<file path="config.mk">
export PLATFORM = sky130hd
export DESIGN_NAME = addsub_seq_ctrl
export DESIGN_NICKNAME = d
export VERILOG_FILES = /design/src/rtl/addsub_seq_ctrl.sv
export SDC_FILE = /design/constraint.sdc
export NUM_CORES = 1
export LEC_CHECK = 0
export ABC_AREA = 1
export BUFFER_PORTS_ARGS = -buffer_cell sky130_fd_sc_hd__buf_2
export CAP_MARGIN = 10
export CORE_ASPECT_RATIO = 2
export CORE_MARGIN = 1.5
export CORE_UTILIZATION = 35
export CTS_BUF_LIST = sky130_fd_sc_hd__clkbuf_8
export DETAILED_ROUTE_END_ITERATION = 10
export PLACE_DENSITY = 0.59
export SYNTH_ARGS = -nofsm -noshare
export SYNTH_HDL_FRONTEND = slang
export SYNTH_HIERARCHICAL = 1
export SYNTH_SLANG_ARGS = --single-unit
</file>
<file path="constraint.sdc">
create_clock -name clk -period 8.9 [get_ports clk]
set_input_delay 1.78 -clock clk [delete_from_list [all_inputs] [get_ports clk]]
set_output_delay 1.78 -clock clk [all_outputs]
set_load 0.02 [all_outputs]
</file>
<file path="src/rtl/addsub_seq_ctrl.sv">
// Multi-precision add/subtract sequencer: one (SIZE+1)-bit slice reused over WORDS cycles.
// Optional signed-overflow flag is built when OVERFLOW_DETECT_EN is defined.

module RippleCarryAddSub #(
  parameter int SIZE = 15
) (
  input  logic [SIZE:0] a,
  input  logic [SIZE:0] b,
  input  logic          c_in,
  output logic [SIZE:0] s,
  output logic          c_out
);

  logic [SIZE:0] bx;
  logic          cy;

  // The slice inverts b whenever c_in is set; callers must pre-compensate.
  always_comb begin
    bx = b ^ {(SIZE+1){c_in}};
    s  = '0;
    cy = c_in;
    for (int i = 0; i <= SIZE; i++) begin
      s[i] = a[i] ^ bx[i] ^ cy;
      cy   = (a[i] & bx[i]) | (cy & (a[i] ^ bx[i]));
    end
    c_out = cy;
  end

endmodule

module addsub_seq_ctrl #(
  parameter int SIZE  = 15,
  parameter int WORDS = 4
) (
  input  logic                        clk,
  input  logic                        rst_n,
  input  logic                        in_valid,
  output logic                        in_ready,
  input  logic                        sub,
  input  logic [WORDS*(SIZE+1)-1:0]   a,
  input  logic [WORDS*(SIZE+1)-1:0]   b,
  output logic                        out_valid,
  input  logic                        out_ready,
  output logic [WORDS*(SIZE+1)-1:0]   s,
  output logic                        c_out,
  output logic                        ovf
);

  localparam int SW    = SIZE + 1;
  localparam int W     = WORDS * SW;
  localparam int IDX_W = (WORDS > 1) ? $clog2(WORDS) : 1;
  localparam logic [IDX_W-1:0] LAST = IDX_W'(WORDS - 1);

  typedef enum logic [1:0] {IDLE, RUN, DONE} state_t;

  state_t           state, state_next;
  logic             accept, step, last;
  logic [W-1:0]     a_reg, b_reg;
  logic             sub_reg;
  logic [IDX_W-1:0] idx;
  logic             carry;
  logic [SW-1:0]    a_slice, b_slice, slice_b, slice_s;
  logic             slice_cout;

  always_ff @(posedge clk or negedge rst_n) begin
    if (!rst_n) state <= IDLE;
    else        state <= state_next;
  end

  always_comb begin
    state_next = state;
    accept     = 1'b0;
    step       = 1'b0;
    last       = (idx == LAST);
    case (state)
      IDLE: if (in_valid) begin
        accept     = 1'b1;
        state_next = RUN;
      end
      RUN: begin
        step = 1'b1;
        if (last) state_next = DONE;
      end
      DONE: if (out_ready) state_next = IDLE;
      default: state_next = IDLE;
    endcase
  end

  assign in_ready  = (state == IDLE);
  assign out_valid = (state == DONE);
  assign c_out     = carry;

  always_comb begin
    a_slice = '0;
    b_slice = '0;
    for (int k = 0; k < WORDS; k++) begin
      if (idx == IDX_W'(k)) begin
        a_slice = a_reg[k*SW +: SW];
        b_slice = b_reg[k*SW +: SW];
      end
    end
  end

  // Pre-invert by carry so the slice's own inversion nets out to b XOR sub.
  assign slice_b = b_slice ^ {SW{sub_reg ^ carry}};

  RippleCarryAddSub #(.SIZE(SIZE)) u_slice (
    .a     (a_slice),
    .b     (slice_b),
    .c_in  (carry),
    .s     (slice_s),
    .c_out (slice_cout)
  );

  always_ff @(posedge clk or negedge rst_n) begin
    if (!rst_n) begin
      a_reg   <= '0;
      b_reg   <= '0;
      sub_reg <= 1'b0;
      idx     <= '0;
      carry   <= 1'b0;
      s       <= '0;
    end else if (accept) begin
      a_reg   <= a;
      b_reg   <= b;
      sub_reg <= sub;
      idx     <= '0;
      carry   <= sub;
    end else if (step) begin
      carry <= slice_cout;
      for (int k = 0; k < WORDS; k++) begin
        if (idx == IDX_W'(k)) s[k*SW +: SW] <= slice_s;
      end
      if (!last) idx <= idx + 1'b1;
    end
  end

`ifdef OVERFLOW_DETECT_EN
  logic ovf_reg;

  // Overflow when operands agree in sign but the result's sign differs.
  always_ff @(posedge clk or negedge rst_n) begin
    if (!rst_n)
      ovf_reg <= 1'b0;
    else if (accept)
      ovf_reg <= 1'b0;
    else if (step && last)
      ovf_reg <= (a_reg[W-1] == (b_reg[W-1] ^ sub_reg)) && (slice_s[SIZE] != a_reg[W-1]);
  end

  assign ovf = ovf_reg;
`else
  assign ovf = 1'b0;
`endif

endmodule

</file>
==> out/summary.txt <==
clock input transition at the sequential cells of the worst setup and hold paths = 0.09 ns
Die H = 237 um
core area = 0.0269 mm2
share of post-route cells with drive strength above 1 = 0.188
pin count of the biggest net entering global routing = 77
initial antenna violation count = 1
setup slack of the worst register-to-register path = 0.71 ns
DR DRC count = 0
outcome = finished clean
port bufs = 199
max-cap check violation count = 0
max-slew violation count = 0
unrepaired setup endpoints after global routing = false
Placer Congestion = 0.860
post-synthesis cell type count = 27
post-CTS resize count = 0
clock network latency to the later pin of the worst-skew pair = 0.51 ns
Die Footprint = 0.0285 mm2
mapped cell area = 0.00959 mm2
delay of the slowest cell on the worst path = 0.44 ns
1st-iter DRT viols = 477
total negative setup slack = 0 ns
Inserted Clock Buffers = 17
element type at the critical path end = flop
count of hold-fix buffers inserted at cts = 0
area used by multi-input combinational logic = 0.00390 mm2
width of the die = 120 um
routed length per placed instance = 15.3 um
number of standard cells after synthesis = 1,231
post-DR vias/cell = 4.61
detailed-router iteration count before antenna repair = 5
Syn Nets = 1,384
worst setup path startpoint = idx[1]
CP endpoint = s[15]
overall via count from detail_route = 8,078
data required time of the worst path = 9.25 ns
RR Startpoint = idx[1]
Layout Nets = 1,545
post-placement setup slack = 0.747 ns
final design area excluding fillers = 0.0111 mm2
Slew Limit Headroom = 0.244
total number of placement rows = 85
clock tree from TritonCTS = yes
first-pass GRT wire length = 42.3 mm
post-synthesis area per instance = 7.79 um2
fraction of the cycle the final worst path needs = 0.920
final-report setup violation count = 0
Yosys Warn Count = 6
share of the yosys chip area belonging to registers = 0.517
crit path launch type = flop
final wirelength = 26.9 mm
sequential cell area = 0.00495 mm2
path class of the lowest-slack min-delay path = flop to flop
time the final worst path needs with I/O delays and setup = 8.19 ns
worst-case reg-to-reg path depth = 28
placed instance area = 0.0107 mm2
final-report hold violation count = 0
gr ovfl total = 0
cell at the slowest stage of the critical path = sky130_fd_sc_hd__ha_2
final clock skew = 0.0191 ns
highest ir drop seen on vdd = 155 uV
initial standard-cell utilization of the core = 0.356
hpwl dp = 20.5 mm
Filler cells = 2,875
critical register-to-register path endpoint = s[15]
#FFs+latches synth = 198
post-detailed-route count of antenna-violating nets = 0
slew at the pin closest to its max-slew limit = 1.13 ns
worst-case setup margin in the final layout = 0.710 ns
H-tree depth reported by CTS = 4
classification of the worst setup path = flop to flop
Clk Tree Root Cell = sky130_fd_sc_hd__clkbuf_8
Leakage = 6.13 nW
area grow syn2layout = 15.5%
number of clock sinks = 198
CP Max Fanout = 31
Post CTS Setup Buffer Count = 0
most frequent cell on the critical path = sky130_fd_sc_hd__fa_1
Arr. time, crit path = 8.54 ns
vias in the first global route = 7,882
boundary pin count = 201
Bufs on Longest Clock Path = 2
f_max = 122 MHz
WHS = 0.481 ns
total power divided by cell area = 472 mW/mm2
overall global routing resource usage = 0.195
utilization of the core after routing = 0.412
## cell families after synthesis
kind of cell	share of synthesized area
xor+xnor	0.00170
simple gates	0.289
fa+ha+maj	0.0378
buf+inv	0.0765
flops	0.517
compound gates	0.0775
other cells	0.000391
## metal layers
metal  global-route usage  wire (um)
met3               0.0364       1030
met2                0.349      14300
met5                    0          0
met4               0.0797        750
met1                0.226      10800
## how the worst min path moves through the flow
stage	startpoint	endpoint	slack, ns	depth (start not counted)
CTS	b_reg[61]	b_reg[61]	0.48	2
global route	b_reg[0]	b_reg[0]	0.51	2
floorplan	b_reg[50]	b_reg[50]	0.44	2
global placement	s[13]	s[13]	0.46	2
detailed placement	b_reg[61]	b_reg[61]	0.46	2
finish	b_reg[61]	b_reg[61]	0.48	2
## synth_stat cells
master,n,area [um2]
sky130_fd_sc_hd__nor2_1,17,63.8
sky130_fd_sc_hd__inv_1,82,308
sky130_fd_sc_hd__dfrtp_1,198,4950
sky130_fd_sc_hd__nand2_1,626,2350
sky130_fd_sc_hd__or2_1,12,75.1
sky130_fd_sc_hd__buf_6,8,90.1
sky130_fd_sc_hd__clkbuf_2,2,10.0
sky130_fd_sc_hd__nand3_1,36,180
sky130_fd_sc_hd__ha_1,5,62.6
sky130_fd_sc_hd__o31ai_1,1,7.51
sky130_fd_sc_hd__clkbuf_1,16,60.1
sky130_fd_sc_hd__inv_6,1,8.76
sky130_fd_sc_hd__fa_1,15,300
sky130_fd_sc_hd__buf_4,5,37.5
sky130_fd_sc_hd__nand2_4,1,11.3
sky130_fd_sc_hd__or2_2,4,25.0
sky130_fd_sc_hd__xnor2_2,1,16.3
sky130_fd_sc_hd__nor2_2,1,6.26
sky130_fd_sc_hd__buf_12,1,20.0
sky130_fd_sc_hd__a21oi_1,48,240
sky130_fd_sc_hd__buf_1,1,3.75
sky130_fd_sc_hd__o21ai_1,34,170
sky130_fd_sc_hd__nand2_2,10,62.6
sky130_fd_sc_hd__conb_1,1,3.75
sky130_fd_sc_hd__inv_2,4,15.0
sky130_fd_sc_hd__buf_2,36,180
sky130_fd_sc_hd__o21ai_0,65,325
## worst max-delay path: cells and delay by family, from the launching register on
kind                     cells  cell delay, ns
AO/OA/AOI/OAI                3            0.43
adder cells (fa/ha/maj)     16            6.15
buffers and inverters        5            0.70
flip-flops                   1            0.41
AND/OR/NAND/NOR              4            0.33
## final cells by class
class                      instances  area share
tap                              348      0.0393
inverter                          87      0.0302
antenna                            1    0.000226
clock inverter                    14     0.00915
timing repair buffer             211      0.0989
multi-input combinational        877       0.352
sequential                       198       0.447
clock buffer                      18      0.0224
## stage by stage
step                      total power, W  cells
after floorplan                  0.00375   1231
after global placement           0.00471   1721
after detailed placement         0.00478   1721
after CTS                        0.00532   1753
after global routing             0.00579   1754
final                            0.00522   1754
## power by group
group / internal [W] / switching (W) / leakage (nW)
clock network: 0.000202 / 0.000334 / 0.179
registers: 0.00134 / 0.000275 / 2.46
logic: 0.000971 / 0.00210 / 3.48
## cell usage in the layout (no fill, tap or decap)
| master | n |
|---|---|
| sky130_fd_sc_hd__a21oi_1 | 48 |
| sky130_fd_sc_hd__buf_2 | 198 |
| sky130_fd_sc_hd__buf_4 | 12 |
| sky130_fd_sc_hd__clkbuf_8 | 19 |
| sky130_fd_sc_hd__clkinv_2 | 2 |
| sky130_fd_sc_hd__clkinv_4 | 2 |
| sky130_fd_sc_hd__clkinvlp_4 | 3 |
| sky130_fd_sc_hd__conb_1 | 1 |
| sky130_fd_sc_hd__dfrtp_1 | 198 |
| sky130_fd_sc_hd__diode_2 | 1 |
| sky130_fd_sc_hd__fa_1 | 15 |
| sky130_fd_sc_hd__ha_1 | 4 |
| sky130_fd_sc_hd__ha_2 | 1 |
| sky130_fd_sc_hd__inv_1 | 84 |
| sky130_fd_sc_hd__inv_2 | 3 |
| sky130_fd_sc_hd__inv_4 | 1 |
| sky130_fd_sc_hd__inv_6 | 6 |
| sky130_fd_sc_hd__nand2_1 | 626 |
| sky130_fd_sc_hd__nand2_2 | 10 |
| sky130_fd_sc_hd__nand2_4 | 1 |
| sky130_fd_sc_hd__nand3_1 | 36 |
| sky130_fd_sc_hd__nor2_1 | 17 |
| sky130_fd_sc_hd__nor2_2 | 1 |
| sky130_fd_sc_hd__o21ai_0 | 65 |
| sky130_fd_sc_hd__o21ai_1 | 34 |
| sky130_fd_sc_hd__o31ai_1 | 1 |
| sky130_fd_sc_hd__or2_1 | 12 |
| sky130_fd_sc_hd__or2_2 | 4 |
| sky130_fd_sc_hd__xnor2_2 | 1 |
Note: power is estimated with default switching activity, not from simulation.
